<file path="src/rtl/stack_pkg.sv">
// Shared constants for the stack command front-end: opcodes, response codes,
// sequencer state encoding and the depth of the downstream stack.
package stack_pkg;

  localparam int DEPTH = 16;

  localparam logic [2:0] OP_PUSH = 3'd0;
  localparam logic [2:0] OP_POP  = 3'd1;
  localparam logic [2:0] OP_ADD  = 3'd2;
  localparam logic [2:0] OP_SUB  = 3'd3;
  localparam logic [2:0] OP_AND  = 3'd4;
  localparam logic [2:0] OP_OR   = 3'd5;
  localparam logic [2:0] OP_XOR  = 3'd6;
  localparam logic [2:0] OP_ILL  = 3'd7;

  localparam logic [1:0] RSP_OK  = 2'b00;
  localparam logic [1:0] RSP_OVF = 2'b01;
  localparam logic [1:0] RSP_UNF = 2'b10;
  localparam logic [1:0] RSP_ILL = 2'b11;

  typedef enum logic [3:0] {
    ST_IDLE   = 4'd0,
    ST_PUSH   = 4'd1,
    ST_POP_A  = 4'd2,
    ST_WAIT_A = 4'd3,
    ST_POP_B  = 4'd4,
    ST_WAIT_B = 4'd5,
    ST_EXEC   = 4'd6,
    ST_PUSH_R = 4'd7,
    ST_WAIT_P = 4'd8,
    ST_RESP   = 4'd9
  } state_t;

  function automatic logic is_binary_op(input logic [2:0] op);
    return (op >= OP_ADD) && (op <= OP_XOR);
  endfunction

endpackage

</file>
<file path="src/rtl/stack_alu.sv">
// Combinational ALU for the RPN sequencer: r = b op a, where a was the top of
// stack and b the word beneath it. Non-ALU opcodes yield zero.
module stack_alu
  import stack_pkg::*;
#(
  parameter int DATA_W = 8
) (
  input  logic [2:0]        op,
  input  logic [DATA_W-1:0] a,
  input  logic [DATA_W-1:0] b,
  output logic [DATA_W-1:0] r
);

  always_comb begin
    r = '0;
    case (op)
      OP_ADD:  r = b + a;
      OP_SUB:  r = b - a;
      OP_AND:  r = b & a;
      OP_OR:   r = b | a;
      OP_XOR:  r = b ^ a;
      default: r = '0;
    endcase
  end

endmodule

</file>
<file path="src/rtl/stack_sequencer.sv">
// Command front-end for a 16-entry stack: turns PUSH/POP/ALU commands into
// stack pulses, waits the stack's fixed latency, and returns one response per command.
module stack_sequencer
  import stack_pkg::*;
#(
  parameter int DATA_W  = 8,
  parameter int STK_LAT = 2
) (
  input  logic              clk,
  input  logic              reset,
  input  logic              cmd_valid,
  output logic              cmd_ready,
  input  logic [2:0]        cmd_op,
  input  logic [DATA_W-1:0] cmd_data,
  output logic              stk_push,
  output logic              stk_pop,
  output logic [DATA_W-1:0] stk_data_in,
  input  logic [DATA_W-1:0] stk_data_out,
  input  logic              stk_error,
  output logic              rsp_valid,
  output logic [DATA_W-1:0] rsp_data,
  output logic [1:0]        rsp_code
);

  localparam int CW = (STK_LAT > 1) ? $clog2(STK_LAT) : 1;
  localparam logic [CW-1:0] CNT_INIT = CW'(STK_LAT - 1);

  state_t            state;
  logic [CW-1:0]     wait_cnt;
  logic [2:0]        op_q;
  logic [DATA_W-1:0] a_q;
  logic [DATA_W-1:0] b_q;
  logic [DATA_W-1:0] alu_r;

  // Handshake: a command transfers on a rising edge where cmd_valid && cmd_ready;
  // cmd_ready is high only in IDLE, and responses are single-cycle pulses with
  // no backpressure, always issued before the next command can be accepted.
  assign cmd_ready = (state == ST_IDLE);

  stack_alu #(.DATA_W(DATA_W)) u_alu (
    .op (op_q),
    .a  (a_q),
    .b  (b_q),
    .r  (alu_r)
  );

  always_ff @(posedge clk or posedge reset) begin
    if (reset) begin
      state       <= ST_IDLE;
      wait_cnt    <= '0;
      op_q        <= OP_PUSH;
      a_q         <= '0;
      b_q         <= '0;
      stk_push    <= 1'b0;
      stk_pop     <= 1'b0;
      stk_data_in <= '0;
      rsp_valid   <= 1'b0;
      rsp_data    <= '0;
      rsp_code    <= RSP_OK;
    end else begin
      stk_push  <= 1'b0;
      stk_pop   <= 1'b0;
      rsp_valid <= 1'b0;
      case (state)
        ST_IDLE: begin
          if (cmd_valid) begin
            op_q <= cmd_op;
            if (cmd_op == OP_PUSH) begin
              stk_data_in <= cmd_data;
              stk_push    <= 1'b1;
              state       <= ST_PUSH;
            end else if (cmd_op == OP_POP || is_binary_op(cmd_op)) begin
              stk_pop <= 1'b1;
              state   <= ST_POP_A;
            end else begin
              rsp_valid <= 1'b1;
              rsp_data  <= '0;
              rsp_code  <= RSP_ILL;
              state     <= ST_RESP;
            end
          end
        end

        // Pulse states: the pulse register is already high; arm the latency counter.
        ST_PUSH, ST_PUSH_R: begin
          wait_cnt <= CNT_INIT;
          state    <= ST_WAIT_P;
        end

        ST_POP_A: begin
          wait_cnt <= CNT_INIT;
          state    <= ST_WAIT_A;
        end

        ST_WAIT_A: begin
          if (wait_cnt != '0) begin
            wait_cnt <= wait_cnt - CW'(1);
          end else if (stk_error) begin
            rsp_valid <= 1'b1;
            rsp_data  <= '0;
            rsp_code  <= RSP_UNF;
            state     <= ST_RESP;
          end else if (op_q == OP_POP) begin
            rsp_valid <= 1'b1;
            rsp_data  <= stk_data_out;
            rsp_code  <= RSP_OK;
            state     <= ST_RESP;
          end else begin
            a_q     <= stk_data_out;
            stk_pop <= 1'b1;
            state   <= ST_POP_B;
          end
        end

        ST_POP_B: begin
          wait_cnt <= CNT_INIT;
          state    <= ST_WAIT_B;
        end

        // An underflow here leaves A consumed; it is deliberately not restored.
        ST_WAIT_B: begin
          if (wait_cnt != '0) begin
            wait_cnt <= wait_cnt - CW'(1);
          end else if (stk_error) begin
            rsp_valid <= 1'b1;
            rsp_data  <= '0;
            rsp_code  <= RSP_UNF;
            state     <= ST_RESP;
          end else begin
            b_q   <= stk_data_out;
            state <= ST_EXEC;
          end
        end

        ST_EXEC: begin
          stk_data_in <= alu_r;
          stk_push    <= 1'b1;
          state       <= ST_PUSH_R;
        end

        // stk_data_in still holds the pushed word, which is also the response data.
        ST_WAIT_P: begin
          if (wait_cnt != '0) begin
            wait_cnt <= wait_cnt - CW'(1);
          end else begin
            rsp_valid <= 1'b1;
            rsp_data  <= stk_data_in;
            rsp_code  <= stk_error ? RSP_OVF : RSP_OK;
            state     <= ST_RESP;
          end
        end

        ST_RESP: begin
          state <= ST_IDLE;
        end

        default: begin
          state <= ST_IDLE;
        end
      endcase
    end
  end

endmodule

</file>
<file path="config.mk">
export PLATFORM = sky130hd
export DESIGN_NAME = stack_sequencer
export DESIGN_NICKNAME = d
export VERILOG_FILES = /design/src/rtl/stack_pkg.sv /design/src/rtl/stack_alu.sv /design/src/rtl/stack_sequencer.sv
export SDC_FILE = /design/constraint.sdc
export NUM_CORES = 1
export LEC_CHECK = 0
export ABC_AREA = 1
export CAP_MARGIN = 10
export CORE_ASPECT_RATIO = 1.5
export CORE_UTILIZATION = 46
export CTS_CLUSTER_SIZE = 25
export DETAILED_ROUTE_END_ITERATION = 8
export PLACE_DENSITY = 0.72
export SYNTH_ARGS = -nofsm -noshare
export SYNTH_HDL_FRONTEND = slang
export SYNTH_HIERARCHICAL = 1
export SYNTH_SLANG_ARGS = --single-unit
</file>
<file path="constraint.sdc">
create_clock -name clk -period 2.5 [get_ports clk]
set_clock_uncertainty 0.2 [all_clocks]
set_input_delay 0.375 -clock clk [delete_from_list [all_inputs] [get_ports clk]]
set_output_delay 0.375 -clock clk [all_outputs]
set_load 0.05 [all_outputs]
</file>
### Word level (Yosys, flattened, before mapping)

Cells that the tools add are included.
Widths: inputs -> output; s select.

| storage, ports and cells | value |
|---|---|
| bits in registers | 45 |
| bits of input ports | 23 |
| word-level logic and storage cells | 119 |
| output and inout bits | 22 |

| cells by class | value |
|---|---|
| add/subtract/negate cells | 3 |
| mux-type cells | 57 |
| bitwise operators | 6 |
| reductions and logical operators | 16 |
| magnitude comparators | 2 |
| equality and inequality tests | 24 |

Operators with widths:

| cell | number |
|---|---|
| $mux 8 | 11 |
| $pmux 8 s5 | 1 |
| $mux 4 | 9 |
| $pmux 4 s8 | 1 |
| $pmux 8 s4 | 1 |
| $mux 1 | 19 |
| $mux 2 | 9 |
| $eq 4x3->1 const B | 4 |
| $pmux 8 s2 | 1 |
| $ne 2x2->1 const B | 7 |
| $eq 3x3->1 const B | 3 |
| $reduce_and 9->1 | 1 |
| $add 8x8->8 | 1 |
| $and 8x8->8 | 1 |
| $eq 4x2->1 const B | 2 |
| $or 8x8->8 | 1 |
| $pmux 2 s4 | 1 |
| $reduce_and 4->1 | 2 |
| $sub 8x8->8 | 1 |
| $xor 8x8->8 | 1 |
| $eq 3x1->1 const B | 2 |
| $eq 3x2->1 const B | 2 |
| $pmux 1 s2 | 3 |
| $reduce_and 3->1 | 2 |
| other kinds (19) | 22 |

### Depth between registers and ports, before layout

| depth | value |
|---|---|
| word-level depth | 7 |
| depth in mapped cells | 19 |

### Cells and area by module

The synthesis kept the hierarchy.

Modules (own cells, without submodules):

| module | cells an instance | area an instance (um^2) | instances |
|---|---|---|---|
| stack_sequencer | 265 | 2253.4 | 1 |
| stack_alu | 163 | 972.2 | 1 |

### Least setup slack after synthesis

Ideal clock, no wire load.

| timing path | value |
|---|---|
| kind | reg2reg |
| start | reg a_q[0] |
| end | reg stk_data_in[7] |
| library setup time | 130 ps |
| stages on the path, launching flop included | 18 |
| arrival time | 2227 ps |
| setup slack | -57 ps |
| clock period less this slack | 2557 ps |
| data required time | 2170 ps |
| path through | dfrtp_1 inv_1 ha_1 inv_1 nor3_1 nand3_1 nand2_1 xor2_1 inv_1 ha_1 a21oi_1 nand2_1 a21oi_1 nand3_1 nand3_1 nand2_1 o211ai_1 o21ai_0 |

| between the ends | value |
|---|---|
| cells in the longest elaborated chain, start to end | 3 |

Ends and longest elaborated chain:

| element | line | source |
|---|---|---|
| from (decl) | stack_sequencer.sv:31 | `logic [DATA_W-1:0] a_q;` |
| from (signal assigned) | stack_sequencer.sv:109 | `a_q <= stk_data_out;` |
| $sub 8x8->8 / $add 8x8->8 (equally long branches) | stack_alu.sv:18, stack_alu.sv:17 |  |
| $pmux 8 s5 * | stack_alu.sv:16 | `case (op)` |
| net alu_r[7] | stack_sequencer.sv:33 | `logic [DATA_W-1:0] alu_r;` |
| $pmux 8 s2 * | stack_sequencer.sv:64 | `case (state)` |
| to (signal assigned) | stack_sequencer.sv:69 | `stk_data_in <= cmd_data;` |
| to (signal assigned) | stack_sequencer.sv:136 | `stk_data_in <= alu_r;` |
| to (decl) | stack_sequencer.sv:17 | `output logic [DATA_W-1:0] stk_data_in,` |

The timed path passes the listed nets; every way through them passes the cells marked *.
A chain may end at the register's enable or synchronous reset.

### Final worst setup path

Ends and elaborated chain as after synthesis.

==> metrics.txt <==
status=complete, but fails checks; violated checks=setup timing; cts bufs inserted=5; initial antenna violation count=0; Initial DRC Count=~120; minimum clock period=2.61 ns; Slowest Stage Delay on Critical Path=between 0.3 and 0.4 ns; Synth Cell Area=roughly 3200 µm²; number of synthesized flops with an enable pin=0; top-count cell post-synth=nand2_1; RSZ-0062 raised after global routing=yes; Yosys cell types=37; Critical Path RT=about 2.5 ns; Mapped Avg Cell Area=7.54 µm²; die area=7360 µm²; Total Routed Length=7850 µm; Worst-Margin Slew=around 0.58 ns; layout cell share with drive strength beyond 1=a little under a fifth; sequential area share after synthesis=a little over a third; multi-input logic area=1880 µm²; Die X=slightly above 70 µm; Sink Count=45; Rows=37; routed len/inst=roughly 14 µm; worst r2r path cells=20; kind of critical path=reg -> reg; Setup Slack @ Placement=-0.153 ns; post-synthesis async set-or-reset flop share=100%; Reg clk slew, reported paths=0.09 ns; # fillers=615; largest cells by area after synthesis=dfrtp_1 35%, nand2_1 12%, ha_1 9.3%, inv_1 8.0%, o21ai_0 4.0%; starting density of the core=47.4%; slowest CP cell=dfrtp_1; Worst-Skew Late Latency=0.30 ns; final setup fails=2; num ports=45; drc violations=0; Core Util, Final=60.6%; crit-path max FO=3; Max-Cap Viols=0; Yosys warnings=6; total power per unit cell area=1440 nW/µm²; P&R area growth vs syn=27.9%; HPWL Detailed=6060 µm; Max Slew Vio Count=0; Rel. slew slack=between 60 and 70%; die span in y=around 100 µm; core area=6810 µm²; Fmax=between 300 and 400 MHz; Worst path most repeated cell=nand2_2; GRT Util Overall=22.2%; startpoint class of the critical path=register; H-tree levels=2; Syn Inst Count=around 430; CP delay by family, top=simple AND/OR/NAND/NOR gates; Port Buffer Count=44; ANT nets after route=0; Tot Pwr=around 0.006 W; GRT overflow=0; post-synth net total=roughly 480; maximum number of pins on one net before global-route repair=46; Crit path depth=20; Detailed Routing Iterations Pass 1=4; final hold vios=0; vias per cell=about 5.2; most area-hungry cell type in the Yosys netlist=dfrtp_1; Longest Clk Path Bufs=2; Critical Path AT=between 2 and 3 ns; Most used DFF post-synth=dfrtp_1; critical path cell sequence=inv_2 > buf_4 > buf_4 > nand2_2 > nand2_2 > nand2_2 > xor2_1 > inv_1 > ha_4 > buf_12 > nand2_4 > inv_2 > nand2_2 > nand2_1 > a21oi_1 > nand3_1 > nand3_1 > nand2_1 > o211ai_1 > o21ai_1; vias in the first global route=about 3100; # hold bufs at CTS=0; ANT cells=0; root buf cell=clkbuf_8; first-pass GRT wire length=13300 µm; CP Capture Type=register; most frequent cells after synthesis=102 x nand2_1, 69 x inv_1, 45 x dfrtp_1; Worst VDD drop=approximately 0.80 mV; share of Yosys cell area claimed by the top area cell type=a little over a third; WP buf/inv=6; CTS tree=built; Via Count=around 3000; Sequential cell area=roughly 1100 µm²; flops & latches, synth=45; worst hold path type=in -> async; routability cong.=~0.9; leakage=~2.1 nW; post-route setup slack=-0.110 ns; Final nets=approximately 550; Final Cycle Share=104%
per-layer routing:
layer  up-vias  part of all wire, %  routed length (µm)  global-route usage (%)
li1       1521                    -                   -                       -
met1      1387                   41                3250                    25.8
met2        74                   52                4070                    39.3
met3        25                  3.5                 275                    3.76
met4         0                  3.2                 249                    9.43
met5         -                    0                   0                       0
final cells by class:
cell class | instances | share of cell area, %
Multi-Input combinational cell | 301 | 45.6
Sequential cell | 45 | 27.3
Timing Repair Buffer | 71 | 15.8
Inverter | 73 | 6.71
Tap cell | 78 | 2.37
Clock buffer | 5 | 1.67
Clock inverter | 3 | 0.516
cells by family after synthesis:
| family | after synthesis | share of synthesized area (%) |
|---|---|---|
| and+or+nand+nor | 187 | 27.3 |
| AOI/OAI and AO/OA | 83 | 15.5 |
| buffers and inverters | 82 | 10.7 |
| xor gates and xnor gates | 6 | 1.63 |
| adders and majority gates | 25 | 9.93 |
| DFF | 45 | 34.9 |
stage by stage:
step | setup TNS [ns] | cell area (µm²) | hold WS, ns | instances
after floorplan | 0 | 3250 | 0.284 | 428
after global placement | -0.0347 | 3860 | 0.300 | 560
after detailed placement | -0.286 | 3860 | 0.309 | 560
after CTS | -0.209 | 4060 | 0.335 | 574
after global routing | -0.795 | 4120 | 0.355 | 576
final | -0.197 | 4120 | 0.318 | 576
state kept, by name (all words and copies together) (netlist names), 2 cells and up:
| signal | flops |
|---|---|
| rsp_code | 2 |
| rsp_data | 8 |
| state | 4 |
| a_q | 8 |
| op_q | 3 |
| b_q | 8 |
| stk_data_in | 8 |
report_power, final:
part	internal (W)	switching, W	leakage [nW]
registers	0.00105	0.000300	0.586
clock network	0.000198	0.000263	0.0445
logic	0.00166	0.00247	1.42
path summary, 6_finish.rpt:
kind | from | to | slack, ns
setup / recovery | a_q[0] | stk_data_in[7] | -0.11
hold / removal | reset | rsp_valid | 0.32
setup reg to reg | a_q[0] | stk_data_in[7] | -0.11
hold reg to reg | rsp_code[1] | rsp_code[1] | 0.34
max in group asynchronous | reset | state[1] | 1.38
min in group clk | rsp_code[1] | rsp_code[1] | 0.34
repair_timing:
item,4_1_cts,5_1_grt
gates cloned,0,0
gates resized for setup,21,11
setup endpoints to repair,4,6
hold endpoints to repair,0,0
pin swaps,28,17
setup buffers,6,2
worst min-delay path, delay by kind of cell:
family	cells	cell delay, ns
buffers and inverters	3	0.92
cell usage in the layout (no fill, tap or decap), drive strengths merged, types with 9 or more instances in the layout:
cell type / n
buf: 28
o211ai: 10
o22ai: 9
ha: 24
inv: 73
nand2: 105
o21ai: 39
or2: 9
nand4: 12
nand3: 22
a21oi: 19
dfrtp: 45
clkdlybuf4s50: 43
nor2: 34
Power figures use the tool's default switching activity.
